`src/rtl/mul_share_arb.sv`:
```
// Round-robin arbiter sharing one pipelined WxW unsigned multiplier among NREQ requesters.
// Optional completed-operation counter on stat_ops when MUL_SHARE_ARB_STATS_EN is defined.
module mul_share_arb #(
  parameter int NREQ    = 4,
  parameter int W       = 16,
  parameter int MUL_LAT = 3,
  parameter int IDW     = 3
) (
  input  logic                clk100,
  input  logic                reset,
  input  logic                locked,
  input  logic [NREQ-1:0]     req_valid,
  output logic [NREQ-1:0]     req_ready,
  input  logic [NREQ*W-1:0]   req_a,
  input  logic [NREQ*W-1:0]   req_b,
  output logic                rsp_valid,
  output logic [IDW-1:0]      rsp_id,
  output logic [2*W-1:0]      rsp_data,
  output logic                busy,
  output logic [31:0]         stat_ops
);

  localparam int PW = 2 * W;

  logic [IDW-1:0] rr_ptr_q, rr_ptr_d;
  logic           accept;
  logic [IDW-1:0] gnt_id;
  logic [W-1:0]   sel_a, sel_b;

  logic           vld0_q, vld0_d;
  logic [IDW-1:0] id0_q, id0_d;
  logic [W-1:0]   a0_q, a0_d, b0_q, b0_d;
  logic           busy_q, busy_d;
  logic           tail_busy_d;

  // Two passes: indices at or above the pointer first, then the wrapped-around ones.
  // NOTE: always_comb uses blocking '=' so 'accept' set by an earlier iteration is
  // visible to later ones; every output gets a default first so no latch is inferred.
  always_comb begin
    req_ready = '0;
    accept    = 1'b0;
    gnt_id    = '0;
    sel_a     = '0;
    sel_b     = '0;
    if (!reset && locked) begin
      for (int j = 0; j < NREQ; j++) begin
        if (!accept && req_valid[j] && (IDW'(j) >= rr_ptr_q)) begin
          accept       = 1'b1;
          req_ready[j] = 1'b1;
          gnt_id       = IDW'(j);
          sel_a        = req_a[j*W +: W];
          sel_b        = req_b[j*W +: W];
        end
      end
      for (int j = 0; j < NREQ; j++) begin
        if (!accept && req_valid[j]) begin
          accept       = 1'b1;
          req_ready[j] = 1'b1;
          gnt_id       = IDW'(j);
          sel_a        = req_a[j*W +: W];
          sel_b        = req_b[j*W +: W];
        end
      end
    end
  end

  always_comb begin
    rr_ptr_d = rr_ptr_q;
    vld0_d   = accept;
    id0_d    = id0_q;
    a0_d     = a0_q;
    b0_d     = b0_q;
    if (accept) begin
      rr_ptr_d = (gnt_id == IDW'(NREQ - 1)) ? '0 : gnt_id + IDW'(1);
      id0_d    = gnt_id;
      a0_d     = sel_a;
      b0_d     = sel_b;
    end
    busy_d = vld0_d | tail_busy_d;
  end

  // NOTE: payload registers are reset too (not just valids) because rsp_id/rsp_data
  // must read zero after reset and otherwise only change on a valid operation.
  always_ff @(posedge clk100) begin
    if (reset) begin
      rr_ptr_q <= '0;
      vld0_q   <= 1'b0;
      id0_q    <= '0;
      a0_q     <= '0;
      b0_q     <= '0;
      busy_q   <= 1'b0;
    end else begin
      rr_ptr_q <= rr_ptr_d;
      vld0_q   <= vld0_d;
      id0_q    <= id0_d;
      a0_q     <= a0_d;
      b0_q     <= b0_d;
      busy_q   <= busy_d;
    end
  end

  assign busy = busy_q;

  generate
    if (MUL_LAT == 1) begin : g_lat1
      assign tail_busy_d = 1'b0;
      assign rsp_valid   = vld0_q;
      assign rsp_id      = id0_q;
      assign rsp_data    = PW'(a0_q) * PW'(b0_q);
    end else begin : g_latn
      logic [MUL_LAT-1:1] vld_q, vld_d;
      logic [IDW-1:0]     id_q   [MUL_LAT-1:1];
      logic [IDW-1:0]     id_d   [MUL_LAT-1:1];
      logic [PW-1:0]      prod_q [MUL_LAT-1:1];
      logic [PW-1:0]      prod_d [MUL_LAT-1:1];

      // Payload only advances with a valid op, so the last stage holds the last result.
      always_comb begin
        vld_d     = '0;
        id_d      = id_q;
        prod_d    = prod_q;
        vld_d[1]  = vld0_q;
        if (vld0_q) begin
          id_d[1]   = id0_q;
          prod_d[1] = PW'(a0_q) * PW'(b0_q);
        end
        for (int s = 2; s < MUL_LAT; s++) begin
          vld_d[s] = vld_q[s-1];
          if (vld_q[s-1]) begin
            id_d[s]   = id_q[s-1];
            prod_d[s] = prod_q[s-1];
          end
        end
      end

      always_ff @(posedge clk100) begin
        if (reset) begin
          vld_q <= '0;
          for (int s = 1; s < MUL_LAT; s++) begin
            id_q[s]   <= '0;
            prod_q[s] <= '0;
          end
        end else begin
          vld_q  <= vld_d;
          id_q   <= id_d;
          prod_q <= prod_d;
        end
      end

      assign tail_busy_d = |vld_d;
      assign rsp_valid   = vld_q[MUL_LAT-1];
      assign rsp_id      = id_q[MUL_LAT-1];
      assign rsp_data    = prod_q[MUL_LAT-1];
    end
  endgenerate

`ifdef MUL_SHARE_ARB_STATS_EN
  logic [31:0] stat_ops_q, stat_ops_d;

  always_comb begin
    stat_ops_d = stat_ops_q;
    if (rsp_valid) stat_ops_d = stat_ops_q + 32'd1;
  end

  always_ff @(posedge clk100) begin
    if (reset) stat_ops_q <= '0;
    else       stat_ops_q <= stat_ops_d;
  end

  assign stat_ops = stat_ops_q;
`else
  assign stat_ops = 32'h0;
`endif

endmodule

```
`config.mk`:
```
export PLATFORM = sky130hd
export DESIGN_NAME = mul_share_arb
export DESIGN_NICKNAME = d
export VERILOG_FILES = /design/src/rtl/mul_share_arb.sv
export SDC_FILE = /design/constraint.sdc
export NUM_CORES = 1
export LEC_CHECK = 0
export BUFFER_PORTS_ARGS = -buffer_cell sky130_fd_sc_hd__buf_4
export CORE_MARGIN = 1.5
export CORE_UTILIZATION = 30
export CTS_BUF_LIST = sky130_fd_sc_hd__clkbuf_8 sky130_fd_sc_hd__clkbuf_16
export DETAILED_ROUTE_END_ITERATION = 16
export PLACE_DENSITY = 0.49
export RECOVER_POWER = 50
export SYNTH_ARGS = -nofsm -noshare
export SYNTH_HDL_FRONTEND = slang
export SYNTH_SLANG_ARGS = --single-unit
```
`constraint.sdc`:
```
create_clock -name clk100 -period 8.93 [get_ports clk100]
set_input_delay 0 -clock clk100 [delete_from_list [all_inputs] [get_ports clk100]]
set_output_delay 0 -clock clk100 [all_outputs]
set_load 0.02 [all_outputs]
```
==> flow_summary.rst, run 1 <==
.. list-table::
   :header-rows: 1

   * - Metric
     - Value
   * - Count of H-tree levels built during CTS
     - 3
   * - Post-Route Skew
     - ~0.016 ns
   * - Antenna violations before repair
     - 0
   * - Latest clock arrival within the worst-skew pair
     - between 0.3 and 0.4 ns
   * - Number of flip-flops and latches in the synthesized netlist
     - about 110
   * - TritonCTS Sinks
     - approximately 110
   * - Mux contribution to synthesized area
     - between 3 and 4%
   * - Max-slew violations
     - 162
   * - Final non-filler cell total
     - around 2300
   * - Commonest cells in the netlist
     - 230 x sky130_fd_sc_hd__inv_1, 194 x sky130_fd_sc_hd__fa_1, 162 x sky130_fd_sc_hd__nand2_1, 125 x sky130_fd_sc_hd__a21oi_1, 119 x sky130_fd_sc_hd__and2_1
   * - Post-synthesis share of cell area spent on xor and xnor gates
     - about 1.8%
   * - Met2 wire len
     - between 15 and 20 mm
   * - Ys Warns
     - 0
   * - # resized after CTS
     - 0
   * - Final period demand of the worst path
     - approximately 6.4 ns
   * - Failing checks
     - capacitance limit, slew limit
   * - Chip Height
     - about 220 um
   * - Sum Neg Setup Slack
     - 0 ns
   * - Worst-case hold slack
     - between 0.015 and 0.02 ns
   * - Cells after synthesis
     - 1590
   * - Effective utilization at floorplan
     - 30.4%
   * - Fraction of the yosys area taken by sequential cells
     - ~16%
   * - Arrival @ worst endpoint
     - about 6.6 ns
   * - Wire length of the first global-routing pass
     - between 60 and 70 mm
   * - Global Route Usage Sum
     - between 10% and 20%
   * - Number of antenna repair diodes
     - 0
   * - Static leakage power
     - a little over 7 nW
   * - Async set-reset flop share out of synthesis
     - 0%
   * - Leading area contributor after synthesis
     - sky130_fd_sc_hd__fa_1
   * - Detail Route Antenna Nets
     - 0
   * - Post-Route M1 WL
     - ~17 mm
   * - Setup violation total in the final timing report
     - 0
   * - Share of synthesized cell area in and, or, nand and nor gates
     - between 10 and 15%
   * - Power density relative to cell area
     - approximately 100 nW/um^2
   * - Max FO, Critical Path
     - 17
   * - Topmost layer with routed signal wires
     - met4
   * - Fraction of the mapped netlist area in compound gates
     - around 15%
   * - Critical setup path kind
     - reg2reg
   * - Fmax achieved
     - approximately 160 MHz
   * - Via count of the routed design
     - 11202
   * - Worst setup SP type
     - register
   * - Routed length on met3
     - roughly 1.7 mm
   * - Hold Violations, Final
     - 0
   * - Leading cell type by number of instances after synthesis
     - sky130_fd_sc_hd__inv_1
   * - Total wire length
     - 38.6 mm
   * - RD Place Congestion
     - roughly 0.82
   * - Area occupied by registers
     - around 2200 um^2
   * - Combined area of all synthesized cells
     - roughly 14000 um^2
   * - Largest family of logic cells by synthesized area
     - adder cells
   * - First-pass DRT Iterations
     - 8
   * - Net count of the finished layout
     - approximately 2100
   * - Placeable Area
     - about 45000 um^2
   * - Number of global-route vias before repair
     - around 11000
   * - Root Driver
     - sky130_fd_sc_hd__clkbuf_16
   * - Avg Vias per Cell
     - roughly 5
   * - WL per Instance
     - 16.9 um
   * - Reg clk slew, reported paths
     - roughly 0.090 ns
   * - Area Growth Syn to Fin
     - 13.1%
   * - Area contributors post-synth
     - sky130_fd_sc_hd__fa_1 28%, sky130_fd_sc_hd__dfxtp_1 16%, sky130_fd_sc_hd__ha_1 9.4%, sky130_fd_sc_hd__inv_1 6.2%, sky130_fd_sc_hd__and2_1 5.4%
   * - Run status
     - complete, but fails checks
   * - Horiz. Die Dim
     - approximately 220 um
   * - Number of enable-type register cells in the synthesized netlist
     - 0
   * - Number of top-level pins
     - ~210
   * - Number of filler cells placed in the layout
     - 4883
   * - RSZ-0062 raised after global routing
     - no
   * - Buffers inserted by post-CTS timing repair
     - 0
   * - Hold Path Class
     - in2reg
   * - Total clock buffers created by CTS
     - 9
   * - Die ar.
     - about 47000 um^2
   * - Area share of fa/ha/maj cells after synthesis
     - a little under two fifths
   * - Half-perimeter wire length after placement
     - approximately 30 mm
   * - Maximum number of pins on one net before global-route repair
     - 64
   * - CTS tree
     - yes
   * - Fraction of post-synthesis cell area in the top cell type by area
     - 28.1%
   * - Worst-case clock buffer depth
     - 2
   * - Final Cycle Share
     - a little under three quarters
   * - Kind of capture point of the worst setup path
     - register
   * - Worst relative slew slack
     - -69.8%
   * - Residual overflow from global routing
     - 0
   * - Number of max-capacitance violations reported
     - 4
   * - Buffers on Ports
     - approximately 170
   * - Count of distinct cell types in the synthesized netlist
     - 62
   * - Area of the multi-input gates
     - between 10000 and 15000 um^2
   * - Critical Path RT
     - 9.20 ns
   * - Post-synthesis area per instance
     - 8.70 um^2
   * - Actual slew at the worst max-slew pin
     - between 2 and 3 ns
   * - 1st-iter DRT viols
     - between 600 and 700
   * - Placed Instances
     - 2246
   * - Number of remaining DRC errors
     - 0
   * - Predominant post-synthesis flop cell
     - sky130_fd_sc_hd__dfxtp_1
   * - Fraction of final layout cells with drive strength greater than 1
     - 10.3%
   * - Max VDD drop
     - just under 0.00009 V
   * - Cts hold-fix bufs
     - 30
   * - Number of rows in the core area
     - around 80
[registers in the layout, indices dropped and copies added, names as in the netlist]
name / count
a0_q: 16
rsp_id: 2
g_latn.id_q: 2
busy: 1
id0_q: 2
g_latn.prod_q: 32
vld0_q: 1
rsp_data: 32
rr_ptr_q: 2
b0_q: 16
g_latn.vld_q: 2
[layer usage]
metal	vias up	track usage [%]
met3	40	2.13
li1	5283	-
met5	-	0
met4	0	4.21
met1	5554	21.3
met2	325	28.4
[final cells by class]
type,instances,share of cell area (%)
tap,600,4.80
timing repair buffer,214,9.82
multi-input combinational,1123,64.1
clock buffer,9,1.44
clock inverter,7,0.496
inverter,231,5.54
sequential,108,13.8
[worst max-delay path, cell delays in order (launching register included)]
cell                        delay (ns)
sky130_fd_sc_hd__dfxtp_1          0.96
sky130_fd_sc_hd__nand2_1          0.18
sky130_fd_sc_hd__fa_1             0.57
sky130_fd_sc_hd__inv_1            0.05
sky130_fd_sc_hd__fa_1             0.50
sky130_fd_sc_hd__fa_1             0.58
sky130_fd_sc_hd__fa_1             0.44
sky130_fd_sc_hd__fa_1             0.52
sky130_fd_sc_hd__inv_1            0.06
sky130_fd_sc_hd__fa_1             0.47
sky130_fd_sc_hd__inv_1            0.04
sky130_fd_sc_hd__ha_1             0.42
sky130_fd_sc_hd__and4_4           0.27
sky130_fd_sc_hd__nand4_1          0.15
sky130_fd_sc_hd__nand4bb_1        0.33
sky130_fd_sc_hd__o211ai_1         0.21
sky130_fd_sc_hd__a41oi_1          0.17
sky130_fd_sc_hd__xnor2_1          0.15
sky130_fd_sc_hd__a22o_1           0.18
[logic make-up (layout without fill, tap and decap cells)]
group / after synthesis / after routing
fa+ha+maj: 298 / 298
simple gates: 393 / 393
mux: 49 / 49
flops: 108 / 108
compound gates: 322 / 322
other cells: 1 / 33
buf+inv: 391 / 461
xor+xnor: 28 / 28
[through the flow]
step                utilization, %  worst slack, ns  instance area (um^2)  power, mW
floorplan                        -             3.30                 13900      0.945
global placement              33.4             2.59                 15200       1.14
detailed placement            33.4             2.50                 15200       1.14
CTS                           34.7             2.51                 15800       1.58
global route                  34.4             2.23                 15600       1.66
finish                        34.4             2.57                 15600       1.55
[placed cells by master, fill, tap and decap left out, drive strengths merged, types with 30 or more instances in the layout]
cell type,instances
a21oi,127
a222oi,32
and2,120
buf,145
clkbuf,48
conb,33
dfxtp,108
dlygate4sd3,30
fa,194
ha,104
inv,234
mux2i,49
nand2,162
nor2,72
o21ai,56
o22ai,32
[path summary, 6_finish.rpt]
| kind | from | to | slack, ns | cells past startpoint |
|---|---|---|---|---|
| worst max-delay path | b0_q[7] | g_latn.prod_q[30] | 2.57 | 18 |
| worst min-delay path | req_a[32] | a0_q[0] | 0.02 | 3 |
| worst max register to register | b0_q[7] | g_latn.prod_q[30] | 2.57 | 18 |
| worst min register to register | g_latn.prod_q[19] | g_latn.prod_q[19] | 0.48 | 2 |
[where the power goes]
part | leakage (nW) | total (mW) | switching, mW | internal [mW]
Clock | 0.149 | 0.421 | 0.221 | 0.200
Sequential | 0.879 | 0.582 | 0.0776 | 0.505
Combinational | 6.15 | 0.550 | 0.314 | 0.236
(Power assumes the default switching activity.)
==> run 2, diff against run 1 <==
--- a/config.mk
+++ b/config.mk
@@ -10,7 +10,7 @@
 export CORE_UTILIZATION = 30
 export CTS_BUF_LIST = sky130_fd_sc_hd__clkbuf_8 sky130_fd_sc_hd__clkbuf_16
 export DETAILED_ROUTE_END_ITERATION = 16
-export PLACE_DENSITY = 0.49
+export PLACE_DENSITY = 0.51
 export RECOVER_POWER = 50
 export SYNTH_ARGS = -nofsm -noshare
 export SYNTH_HDL_FRONTEND = slang
==> constraint.sdc (replaced) <==
create_clock -name clk100 -period 5.5 [get_ports clk100]
set_input_delay 0 -clock clk100 [delete_from_list [all_inputs] [get_ports clk100]]
set_output_delay 0 -clock clk100 [all_outputs]
set_load 0.02 [all_outputs]
==> run 2 against run 1 <==
  * The run still ends with capacitance limit, slew limit left
  * Highest routed layer unchanged
  * Clock power rose by 65%
  * Count of clock-buffer cells in the layout unchanged
  * Fmax is 16% higher
  * Total power up 78%
  * Wire length increased by 1.2%
  * Worst hold slack gained 0.0042 ns
  * Flip-flop and latch count unchanged
==> flow_summary.rst, run 2 (synthesis gave the netlist of run 1 again) <==
.. list-table::
   :header-rows: 1

   * - Metric
     - Value
   * - Max FO, Critical Path
     - 7 (-10)
   * - Top cell family by delay on the critical path
     - adder cells
   * - Static leakage power
     - 7.93 nW (+10%)
   * - Master of the slowest instance on the critical path
     - sky130_fd_sc_hd__fa_1
   * - Depth of the worst hold-timing path
     - 3 (unchanged)
   * - Avg Vias per Cell
     - 4.84 (-1.0%)
   * - First-pass DRT Iterations
     - 9 (+1)
   * - Actual slew at the worst max-slew pin
     - 2.05 ns (-0.492 ns)
   * - Chip Height
     - 218 um (unchanged)
   * - List of cells traversed by the critical path
     - and2_4, fa_1, inv_1, fa_1, inv_2, fa_1, fa_2, fa_1, inv_1, fa_1, inv_2, ha_4, buf_6, a21oi_4, o211ai_1, a221oi_4, o21ai_4, a311oi_2, xnor2_1, a22o_1
   * - Effective utilization at floorplan
     - 30.4% (unchanged)
   * - Critical Path RT
     - 5.77 ns (-3.43 ns)
   * - Worst-case clock buffer depth
     - 2 (unchanged)
   * - Number of remaining DRC errors
     - 0 (unchanged)
   * - CTS tree
     - yes
   * - Global Route Usage Sum
     - 16.2% (-0.17 points)
   * - Area Growth Syn to Fin
     - 24.1%
   * - Arrival @ worst endpoint
     - 5.75 ns (-0.88 ns)
   * - Final cell area excluding filler cells
     - 17200 um^2 (+9.8%)
   * - Total wire length
     - 39.1 mm (+1.2%)
   * - Number of top-level pins
     - 208 (unchanged)
   * - Hold Path Class
     - in2reg
   * - Fraction of final layout cells with drive strength greater than 1
     - 21.8% (+11 points)
   * - Final period demand of the worst path
     - 5.49 ns (-0.871 ns)
   * - Root Driver
     - sky130_fd_sc_hd__clkbuf_16
   * - Count of H-tree levels built during CTS
     - 3 (unchanged)
   * - Sum Neg Setup Slack
     - 0 ns (unchanged)
   * - Area occupied by registers
     - 2240 um^2 (+3.8%)
   * - Half-perimeter wire length after placement
     - 31.8 mm (+6.4%)
   * - Max VDD drop
     - 0.000212 V (+140%)
   * - Run status
     - complete, but fails checks
   * - Commonest cells after routing, fill and taps aside
     - 256 x sky130_fd_sc_hd__buf_4, 224 x sky130_fd_sc_hd__inv_1, 184 x sky130_fd_sc_hd__fa_1
   * - Wire length of the first global-routing pass
     - 61.6 mm (+0.93%)
   * - Maximum number of pins on one net before global-route repair
     - 60 (-6.3%)
   * - Failing checks
     - capacitance limit, slew limit
   * - Crit. path cell count
     - 20 (+2)
   * - RD Place Congestion
     - 0.876 (+6.7%)
   * - Kind of capture point of the worst setup path
     - register
   * - Worst-case hold slack
     - 0.0226 ns (+0.00420 ns)
   * - WL per Instance
     - 16.2 um (-4.1%)
   * - Buf+Inv Stages, Crit Path
     - 5 (+2)
   * - TritonCTS Sinks
     - 108 (unchanged)
   * - Overall power
     - 2.77 mW (+78%)
   * - Most common library cell in the layout ignoring fill and taps
     - sky130_fd_sc_hd__buf_4
   * - Critical setup path kind
     - reg2reg
   * - Net count of the finished layout
     - 2246 (+5.9%)
   * - Fmax achieved
     - 182 MHz (+16%)
   * - Max-slew violations
     - 37 (-77%)
   * - Number of max-capacitance violations reported
     - 1 (-3)
   * - Worst relative slew slack
     - -37.2% (+33 points)
   * - Worst setup SP type
     - register
   * - Number of antenna repair diodes
     - 0 (unchanged)
   * - Number of rows in the core area
     - 78 (unchanged)
   * - Post-Route Skew
     - 0.0100 ns (-0.00581 ns)
   * - RSZ-0062 raised after global routing
     - yes
   * - Area of the multi-input gates
     - 10400 um^2 (+3.7%)
   * - Antenna violations before repair
     - 0 (unchanged)
   * - Residual overflow from global routing
     - 0 (unchanged)
   * - Total clock buffers created by CTS
     - 9 (unchanged)
   * - Horiz. Die Dim
     - 218 um (unchanged)
   * - Number of filler cells placed in the layout
     - 4788 (-1.9%)
   * - Latest clock arrival within the worst-skew pair
     - 0.37 ns (about the same)
   * - Hold Violations, Final
     - 0 (unchanged)
   * - Power density relative to cell area
     - 161 nW/um^2 (+62%)
   * - Detail Route Antenna Nets
     - 0 (unchanged)
   * - Worst Reg-to-Reg Cells
     - 20 (+2)
   * - Via count of the routed design
     - 11695 (+4.4%)
   * - Die ar.
     - 47400 um^2 (unchanged)
   * - Final Cycle Share
     - 99.8% (+29 points)
   * - Buffers on Ports
     - 174 (unchanged)
   * - 1st-iter DRT viols
     - 665 (-4.3%)
   * - Number of global-route vias before repair
     - 11767 (+4.2%)
   * - Setup violation total in the final timing report
     - 0 (unchanged)
   * - Reg clk slew, reported paths
     - 0.08 ns (about the same)
   * - Top cell by count, worst path
     - sky130_fd_sc_hd__fa_1
   * - Area after DPL
     - 16000 um^2 (+5.3%)
   * - Placeable Area
     - 45500 um^2 (unchanged)
   * - Delay of the slowest critical-path stage
     - 0.60 ns (-0.36 ns)
## run 2: cell count changes in the layout (fill, tap and decap cells not counted), moves of 7 or more
cell                      previous run  this run
sky130_fd_sc_hd__buf_4             145       256
sky130_fd_sc_hd__dfxtp_1           108        80
sky130_fd_sc_hd__dfxtp_4             0        19
sky130_fd_sc_hd__buf_6               0        14
sky130_fd_sc_hd__ha_1              104        90
sky130_fd_sc_hd__ha_4                0        13
sky130_fd_sc_hd__fa_1              194       184
sky130_fd_sc_hd__fa_2                0        10
sky130_fd_sc_hd__a21oi_1           125       116
sky130_fd_sc_hd__dfxtp_2             0         9
sky130_fd_sc_hd__o21ai_0            55        47
sky130_fd_sc_hd__a21oi_2             2         9
## run 2: worst min-delay path, cell delays in order
cell,delay (ns)
sky130_fd_sc_hd__buf_4,0.08
sky130_fd_sc_hd__a21oi_1,0.12
sky130_fd_sc_hd__a21oi_1,0.15
## run 2: path summary, 6_finish.rpt
check                           slack [ns]           endpoint             start
worst min-delay path                  0.02            b0_q[2]         req_b[34]
worst max register to register        0.01  g_latn.prod_q[24]           a0_q[5]
worst min register to register        0.48   g_latn.prod_q[0]  g_latn.prod_q[0]
worst max-delay path                  0.01  g_latn.prod_q[24]           a0_q[5]
## run 2: layer usage
metal | up-vias | routed length [um] | global-route usage, %
li1 | 5535 | - | -
met1 | 5786 | 17400 | 20.9
met2 | 325 | 19600 | 28.9
met3 | 49 | 1370 | 1.73
met4 | 0 | 685 | 3.50
met5 | - | 0 | 0
## run 2: area by class of cell
class,instances,share of cell area [%]
Clock buffer,9,1.31
Clock inverter,7,0.525
Inverter,231,5.05
Multi-Input combinational cell,1123,60.5
Sequential cell,108,13.1
Tap cell,600,4.37
Timing Repair Buffer,340,15.1
## run 2: timing repair
| item | 4_1_cts | 5_1_grt |
|---|---|---|
| endpoints found under the hold margin | 29 | 0 |
| hold buffers | 29 | 0 |
| pin swaps | 15 | 46 |
| buffers inserted | 2 | 17 |
| gates resized for setup | 62 | 92 |
| endpoints found under the setup margin | 19 | 19 |
## run 2: report_power, final
| group | switching [mW] | internal [mW] | total [mW] |
|---|---|---|---|
| registers | 0.0689 | 0.820 | 0.889 |
| logic | 0.634 | 0.549 | 1.18 |
| clock network | 0.364 | 0.329 | 0.693 |
| total | 1.07 | 1.70 | 2.77 |
## run 2: through the flow
| step | utilization (%) | worst slack, ns | cells |
|---|---|---|---|
| after floorplan | - | 0.000142 | 1622 |
| after global placement | 35.2 | -0.259 | 2354 |
| after detailed placement | 35.2 | -0.278 | 2354 |
| after CTS | 37.0 | -0.0385 | 2401 |
| after global routing | 37.8 | -0.147 | 2418 |
| final | 37.8 | 0.0121 | 2418 |
